`config.mk`:
```
export PLATFORM = sky130hd
export DESIGN_NAME = seq_det_window_ctrl
export DESIGN_NICKNAME = d
export VERILOG_FILES = /design/src/rtl/seq_det_pkg.sv /design/src/rtl/seq_match_core.sv /design/src/rtl/seq_det_window_ctrl.sv
export SDC_FILE = /design/constraint.sdc
export NUM_CORES = 1
export LEC_CHECK = 0
export ABC_AREA = 1
export CAP_MARGIN = 20
export CORE_UTILIZATION = 55
export DETAILED_ROUTE_END_ITERATION = 8
export DONT_BUFFER_PORTS = 1
export GPL_ROUTABILITY_DRIVEN = 0
export PLACE_DENSITY = 0.7
export SETUP_SLACK_MARGIN = 0.2
export SLEW_MARGIN = 20
export SYNTH_ARGS = -nofsm -noshare
export SYNTH_HDL_FRONTEND = slang
export SYNTH_SLANG_ARGS = --single-unit
```
`constraint.sdc`:
```
create_clock -name clk -period 5.9 [get_ports clk]
set_input_delay 1.18 -clock clk [delete_from_list [all_inputs] [get_ports clk]]
set_output_delay 1.18 -clock clk [all_outputs]
set_load 0.005 [all_outputs]
```
`src/rtl/seq_det_pkg.sv`:
```
// Shared types, default parameters and config legality helper for the
// windowed serial pattern detector.
package seq_det_pkg;

  typedef enum logic [1:0] {
    IDLE,
    RUN,
    DONE
  } state_t;

  localparam int unsigned MAX_LEN_DEF = 8;
  localparam int unsigned CNT_W_DEF   = 8;
  localparam int unsigned WIN_W_DEF   = 16;

  function automatic logic len_ok(input int unsigned len, input int unsigned max_len);
    return (len >= 1) && (len <= max_len);
  endfunction

endpackage

```
`src/rtl/seq_match_core.sv`:
```
// Overlapping pattern matcher: history shift register, fill counter and a
// length-masked compare producing a combinational (Mealy) match.
module seq_match_core
  import seq_det_pkg::*;
#(
  parameter int unsigned MAX_LEN = MAX_LEN_DEF,
  parameter int unsigned LEN_W   = $clog2(MAX_LEN + 1)
) (
  input  logic               clk,
  input  logic               rst,
  input  logic               clr,
  input  logic               shift_en,
  input  logic               d,
  input  logic [MAX_LEN-1:0] pat,
  input  logic [LEN_W-1:0]   len,
  output logic               match
);

  logic [MAX_LEN-2:0] hist;
  logic [LEN_W-1:0]   fill;
  logic [MAX_LEN-1:0] window;
  logic [MAX_LEN-1:0] mask;

  // Newest bit sits at window[0], so the compare lines up with pat[len-1:0].
  assign window = {hist, d};

  always_comb begin
    mask = '0;
    for (int unsigned i = 0; i < MAX_LEN; i++) begin
      mask[i] = (LEN_W'(i) < len);
    end
  end

  assign match = shift_en
              && (({1'b0, fill} + (LEN_W + 1)'(1)) >= {1'b0, len})
              && (((window ^ pat) & mask) == '0);

  always_ff @(posedge clk) begin
    if (rst || clr) begin
      hist <= '0;
      fill <= '0;
    end else if (shift_en) begin
      hist <= window[MAX_LEN-2:0];
      if (fill != LEN_W'(MAX_LEN - 1)) begin
        fill <= fill + LEN_W'(1);
      end
    end
  end

endmodule

```
`src/rtl/seq_det_window_ctrl.sv`:
```
// Window controller: sequences one detection window of win_len valid bits,
// counts matches with saturation and flags rejected configurations.
module seq_det_window_ctrl
  import seq_det_pkg::*;
#(
  parameter int unsigned MAX_LEN = MAX_LEN_DEF,
  parameter int unsigned CNT_W   = CNT_W_DEF,
  parameter int unsigned WIN_W   = WIN_W_DEF,
  parameter int unsigned LEN_W   = $clog2(MAX_LEN + 1)
) (
  input  logic               clk,
  input  logic               rst,
  input  logic               start,
  input  logic               abort,
  input  logic [MAX_LEN-1:0] cfg_pat,
  input  logic [LEN_W-1:0]   cfg_len,
  input  logic [WIN_W-1:0]   win_len,
  input  logic               d,
  input  logic               d_valid,
  output logic               busy,
  output logic               done,
  output logic               match,
  output logic [CNT_W-1:0]   match_cnt,
  output logic               sat,
  output logic               cfg_err
);

  state_t             state, state_nxt;
  logic [MAX_LEN-1:0] pat_q;
  logic [LEN_W-1:0]   len_q;
  logic [WIN_W-1:0]   win_q;
  logic [WIN_W-1:0]   bit_cnt;
  logic               cfg_ok, accept, reject, run_bit, last_bit;

  assign cfg_ok   = len_ok(32'(cfg_len), MAX_LEN) && (win_len != '0);
  assign accept   = (state != RUN) && start && cfg_ok;
  assign reject   = (state != RUN) && start && !cfg_ok;
  assign run_bit  = (state == RUN) && d_valid && !abort;
  assign last_bit = run_bit && (bit_cnt == win_q - WIN_W'(1));

  seq_match_core #(
    .MAX_LEN (MAX_LEN),
    .LEN_W   (LEN_W)
  ) u_core (
    .clk      (clk),
    .rst      (rst),
    .clr      (accept),
    .shift_en (run_bit),
    .d        (d),
    .pat      (pat_q),
    .len      (len_q),
    .match    (match)
  );

  always_ff @(posedge clk) begin
    if (rst) state <= IDLE;
    else     state <= state_nxt;
  end

  always_comb begin
    state_nxt = state;
    unique case (state)
      IDLE, DONE: if (accept) state_nxt = RUN;
      RUN: begin
        if (abort)         state_nxt = IDLE;
        else if (last_bit) state_nxt = DONE;
      end
      default: state_nxt = IDLE;
    endcase
  end

  always_comb begin
    busy = (state == RUN);
    done = (state == DONE);
  end

  // Counter holds at all-ones; a further match only sets the sticky flag.
  always_ff @(posedge clk) begin
    if (rst) begin
      pat_q     <= '0;
      len_q     <= '0;
      win_q     <= '0;
      bit_cnt   <= '0;
      match_cnt <= '0;
      sat       <= 1'b0;
      cfg_err   <= 1'b0;
    end else begin
      cfg_err <= reject;
      if (accept) begin
        pat_q     <= cfg_pat;
        len_q     <= cfg_len;
        win_q     <= win_len;
        bit_cnt   <= '0;
        match_cnt <= '0;
        sat       <= 1'b0;
      end else if (run_bit) begin
        bit_cnt <= bit_cnt + WIN_W'(1);
        if (match) begin
          if (&match_cnt) sat <= 1'b1;
          else            match_cnt <= match_cnt + CNT_W'(1);
        end
      end
    end
  end

endmodule

```
==> run metrics, run 1 <==
syn_area_per_cell 6.886 um^2; Place WS 2.363 ns; Setup crit end kind primary output; Vias per Instance 5.379; top post-synthesis cells by area dfxtp_1 (36%), nand2_1 (12%), a21oi_1 (7.7%); Max VDD drop 0.0001906 V; Vias 3,308; Post-CTS Setup Repair Bufs 0; # rows 29; CP Max Fanout 11; most common cell in the netlist nand2_1; clock skew 0.008573 ns; htree depth 3; pwr/cell area 261.6 mW/mm^2; Port Buffer Count 0; Post-synth ARST share 0; Sw Ratio 0.2892; critical path class flop to primary output; Comb power frac 0.150; worst setup margin 2.487 ns; CTS Buf Count 9; Synth Net Count 578; num ports 47; Post-Synth XOR/XNOR Area 0.07356; DP Wirelength 5930 um; failing checks design-rule violations; die area 0.007043 mm^2; per-cell routed wire length 12.85 um; Final Power 1.024 mW; register area share after synthesis 0.3634; fillers 624; Total Wirelength 7903 um; total core area 0.006422 mm^2; synthesized instance count 536; Die X 83.92 um; Clock transition at path regs 0.08 ns; maxcap violations 0; Synth area leader dfxtp_1; layout cell share with drive strength beyond 1 0.06877; grt total ovfl 0; Critical Path RT 4.72 ns; Layout area overhead 6.034%; synth cell count leaders nand2_1 (121), dfxtp_1 (67), a21oi_1 (57); Hold-fix buffers, CTS 0; unrepaired setup endpoints after global routing false; Iter 0 DRT Violations 196; Ys Warns 0; # setup viols final 0; crit path DAT 2.23 ns; first-pass GRT wire length 13,300 um; number of antenna violations at the first check in global routing 0; gr usage total 0.2365; Seq pwr share 0.473; final hold violations 0; TritonRoute pass-1 iters 6; DR DRC count 4; # diodes 0; clk sink count 67; CTS tree yes; post-synthesis mux area share 0.002712; area fraction of the dominant cell type after synthesis 0.3634; Compound-Gate Fraction of Synth Area 0.1431; CP startpoint kind flop; Clk pwr share 0.377; Top FF cell, synth dfxtp_1; Clk Latency, worst-skew pair 0.34 ns; fin crit period 3.413 ns; Post-Synth Adder-Cell Area 0.02712; Distinct cells, synth 40; pin count of the biggest net entering global routing 47; Final Slew Violations 0; P_sw 0.2961 mW; Setup TNS Final 0 ns; vias in the first global route 2,976; Starting Density 0.5747; status finished, violations left; Die Span Y 83.92 um; Slew Limit Headroom 0.4307; Root Driver clkbuf_8; footprint of the multi-input gates 0.002057 mm^2; cell area after synthesis 0.003691 mm^2; Final ANT Viol Nets 0; clk buf depth 2; register area 0.001341 mm^2; Hold Path Class flop to flop; largest family of logic cells by synthesized area simple AND/OR/NAND/NOR gates; Peak Freq 0.2930 GHz; register bit total from synthesis 67; post-synthesis simple-gate area fraction 0.3108; leakage 1.606 nW; Least-Margin Pin Slew 0.8508 ns; period utilisation layout 0.5785; Post-synth EDFFs 0; nets 575; post_cts resized 0; Int Power 0.7277 mW
[cell type report]
type,count,share of cell area
multi-input cells,397,0.5256
flip-flops and latches,67,0.3427
inverters,58,0.05563
clock buffers,10,0.03517
well taps,77,0.02462
clock inverters,6,0.01630
[registers in the layout, summed over array words and instances, names as in the netlist]
name	cells
u_core.hist	7
match_cnt	8
state	2
win_q	16
sat	1
bit_cnt	16
pat_q	8
len_q	4
u_core.fill	4
cfg_err	1
[cells by family (layout without fill, tap and decap cells)]
logic type | Yosys count | after routing
flops | 67 | 67
mux | 1 | 1
xor+xnor | 31 | 31
compound gates | 101 | 101
simple gates | 256 | 256
fa+ha+maj | 8 | 8
buf+inv | 72 | 74
[power by group through the flow]
stage | clock, mW | combinational (mW) | sequential [mW]
2_1_floorplan | 0 | 0.132 | 0.490
3_3_place_gp | 0 | 0.150 | 0.494
3_5_place_dp | 0 | 0.153 | 0.494
4_1_cts | 0.396 | 0.154 | 0.483
5_1_grt | 0.413 | 0.179 | 0.486
6_report | 0.386 | 0.154 | 0.484
[placed cells by master (no fill, tap or decap), types with 3 or more instances in the layout]
cell and n:
xnor2_1 13, inv_2 3, dfxtp_1 67, nor4_1 5
nand2_1 121, o21ai_0 34, clkbuf_8 10, nor2_2 4
ha_1 8, nor2_1 53, nand4_1 5, nand3_1 45
nor3_1 6, inv_1 55, a21oi_1 57, xor2_1 18
nand3b_1 3
[path summary, 6_finish.rpt]
kind	slack [ns]	start	to	depth (start not counted)
setup / recovery	2.49	u_core.fill[0]	match	10
hold / removal	0.47	pat_q[6]	pat_q[6]	2
setup reg to reg	3.14	state[1]	bit_cnt[5]	9
hold reg to reg	0.47	pat_q[6]	pat_q[6]	2
[through the flow]
| stage | cells | hold slack (ns) | utilization | cell area (um^2) |
|---|---|---|---|---|
| after floorplan | 536 | 0.4425 | - | 3691 |
| after global placement | 599 | 0.4570 | 0.5780 | 3712 |
| after detailed placement | 599 | 0.4632 | 0.5780 | 3712 |
| after CTS | 615 | 0.4742 | 0.6094 | 3914 |
| after global routing | 615 | 0.4847 | 0.6094 | 3914 |
| final | 615 | 0.4719 | 0.6094 | 3914 |
[critical path, stage by stage, from the launching register on]
cell	delay (ns)
dfxtp_1	0.42
ha_1	0.20
nand2_1	0.09
inv_1	0.08
nor2_1	0.06
ha_1	0.26
a21boi_0	0.16
o21ai_0	0.10
nand3_1	0.08
nand2_1	0.06
nor2_2	0.37
[per-layer routing]
metal  up-vias  share of wire  GRT usage
met1      1462           0.49     0.3208
met3        15          0.058    0.06034
met4         0          0.016    0.08934
met2        91           0.43     0.3607
li1       1740              -          -
met5         -              0          0
No activity file was read; power rests on OpenSTA's default activity.
==> run 2, diff against run 1 <==
==> constraint.sdc (replaced) <==
create_clock -name clk -period 3.43 [get_ports clk]
set_input_delay 0.686 -clock clk [delete_from_list [all_inputs] [get_ports clk]]
set_output_delay 0.686 -clock clk [all_outputs]
set_load 0.005 [all_outputs]
==> run 2 against run 1 <==
The run still ends with design-rule violations left. Die area is the same. Worst setup slack worse by 1.9 ns. Global-route usage up 0.28 points. Largest cell class unchanged. Largest power group unchanged.
==> run metrics, run 2 (same netlist as run 1, synthesis figures left out) <==
status finished, violations left; failing checks design-rule violations; Post-CTS Setup Repair Bufs 0 (unchanged); post_cts resized 0 (unchanged); pwr/cell area 451.5 mW/mm^2 (+73%); CP Max Fanout 11 (unchanged); Slew Limit Headroom 0.6284 (+0.1977); Final Slew Violations 0 (unchanged); DP Wirelength 6055 um (+2.1%); Worst Hold Depth 1 (-1); fin crit period 2.855 ns; Max VDD drop 0.0002785 V (+46%); leakage 1.618 nW (+0.72%); clk buf depth 2 (unchanged); CTS tree yes; flop-to-flop setup slack 0.96 ns (-2.18 ns); most frequent cells in the layout nand2_1 (121), dfxtp_1 (67), a21oi_1 (57); number of antenna violations at the first check in global routing 0 (unchanged); unrepaired setup endpoints after global routing false; Hold Path Class input port to flop; first-pass GRT wire length 13,610 um (+2.3%); nets 578 (+0.52%); Port Buffer Count 0 (unchanged); per-cell routed wire length 12.95 um (+0.76%); TritonRoute pass-1 iters 9 (+3); total core area 0.006422 mm^2 (unchanged); fillers 640 (+2.6%); grt total ovfl 0 (unchanged); Layout area overhead 6.610%; Peak Freq 0.3503 GHz; Starting Density 0.5747 (unchanged); Total Wirelength 8002 um (+1.3%); critical path class flop to primary output; gr usage total 0.2393 (+0.002791); CP startpoint kind flop; CTS Buf Count 9 (unchanged); Setup crit end kind primary output; maxcap violations 0 (unchanged); Die X 83.92 um (unchanged); Die Span Y 83.92 um (unchanged); Clock transition at path regs 0.08 ns (about the same); Final ANT Viol Nets 0 (unchanged); FF-to-FF path depth 13 (+4); Vias 3,319 (+0.33%); final hold violations 0 (unchanged); clk sink count 67 (unchanged); Critical Path RT 2.74 ns (-1.98 ns); largest registers bit_cnt (16), win_q (16); pin count of the biggest net entering global routing 46 (-2.1%); crit path DAT 2.17 ns (-0.06 ns); worst r2r dst match_cnt[6]; Root Driver clkbuf_8; die area 0.007043 mm^2 (unchanged); num ports 47 (unchanged); most common cell after layout, fill and taps aside nand2_1; Finished Core Util 0.6127 (+0.003312); Setup TNS Final 0 ns (unchanged); period utilisation layout 0.8324; Least-Margin Pin Slew 0.5516 ns (-0.2992 ns); Hold Crit Start rst; clock skew 0.006552 ns (-0.002021 ns); worst r2r src u_core.fill[0]; Clk Latency, worst-skew pair 0.35 ns (about the same); htree depth 3 (unchanged); layout cell share with drive strength beyond 1 0.07394 (+0.005164); DR DRC count 4 (unchanged); Iter 0 DRT Violations 143 (-27%); # diodes 0 (unchanged); vias in the first global route 3,057 (+2.7%); # setup viols final 0 (unchanged); Hold-fix buffers, CTS 0 (unchanged); Vias per Instance 5.371 (-0.15%); sink of the worst hold path pat_q[5]; # rows 29 (unchanged)
[run 2: cell count changes in the layout (fill, tap and decap cells not counted), sizes merged]
| cell | previous run | this run |
|---|---|---|
| inv | 59 | 60 |
| buf | 0 | 3 |
| clkbuf | 10 | 9 |
[run 2: how the worst max path moves through the flow]
stage                              start  slack [ns]           end  depth (start not counted)
after detailed placement  u_core.fill[0]        0.96  match_cnt[6]                         13
after global routing      u_core.fill[0]        0.45         match                         10
after floorplan           u_core.fill[0]        1.17         match                         11
final                     u_core.fill[0]        0.58         match                         10
after CTS                 u_core.fill[0]        0.58         match                         10
after global placement        win_len[8]        1.01      state[1]                          9
[run 2: layout make-up]
class	instances	area [um^2]	area share
clock buffer	9	123.9	0.03148
clock inverter	7	76.32	0.01940
inverter	58	217.7	0.05533
multi-input combinational	397	2057	0.5227
sequential	67	1341	0.3409
tap	77	96.34	0.02448
timing repair buffer	3	22.52	0.005723
[run 2: metal layers]
metal,GRT usage,vias up,part of all wire
li1,-,1750,-
met1,0.3142,1494,0.50
met2,0.3852,66,0.44
met3,0.06528,9,0.050
met4,0.06740,0,0.012
met5,0,-,0
[run 2: power by group]
group,switching [mW],internal (mW)
Clock,0.332,0.340
Sequential,0.0272,0.805
Combinational,0.177,0.0949
Total,0.536,1.24
[run 2: metrics by stage]
step / area [um^2] / setup slack [ns] / std cells / hold slack (ns) / power (mW)
after global placement: 3735 / 1.008 / 602 / 0.4553 / 1.113
final: 3935 / 0.5750 / 618 / 0.3872 / 1.777
after CTS: 3935 / 0.5795 / 618 / 0.3803 / 1.785
after floorplan: 3691 / 1.169 / 536 / 0.4425 / 1.069
after global routing: 3935 / 0.4486 / 618 / 0.3737 / 1.869
after detailed placement: 3735 / 0.9559 / 602 / 0.4641 / 1.119
[run 2: worst max-delay path: stages, from the launching register on]
cell and delay [ns]:
dfxtp_1 0.40, ha_1 0.19, nand2_1 0.08, inv_1 0.08
nor2_1 0.05, ha_1 0.26, a21boi_0 0.17, o21ai_0 0.10
nand3_1 0.07, nand2_1 0.06, nor2_2 0.35
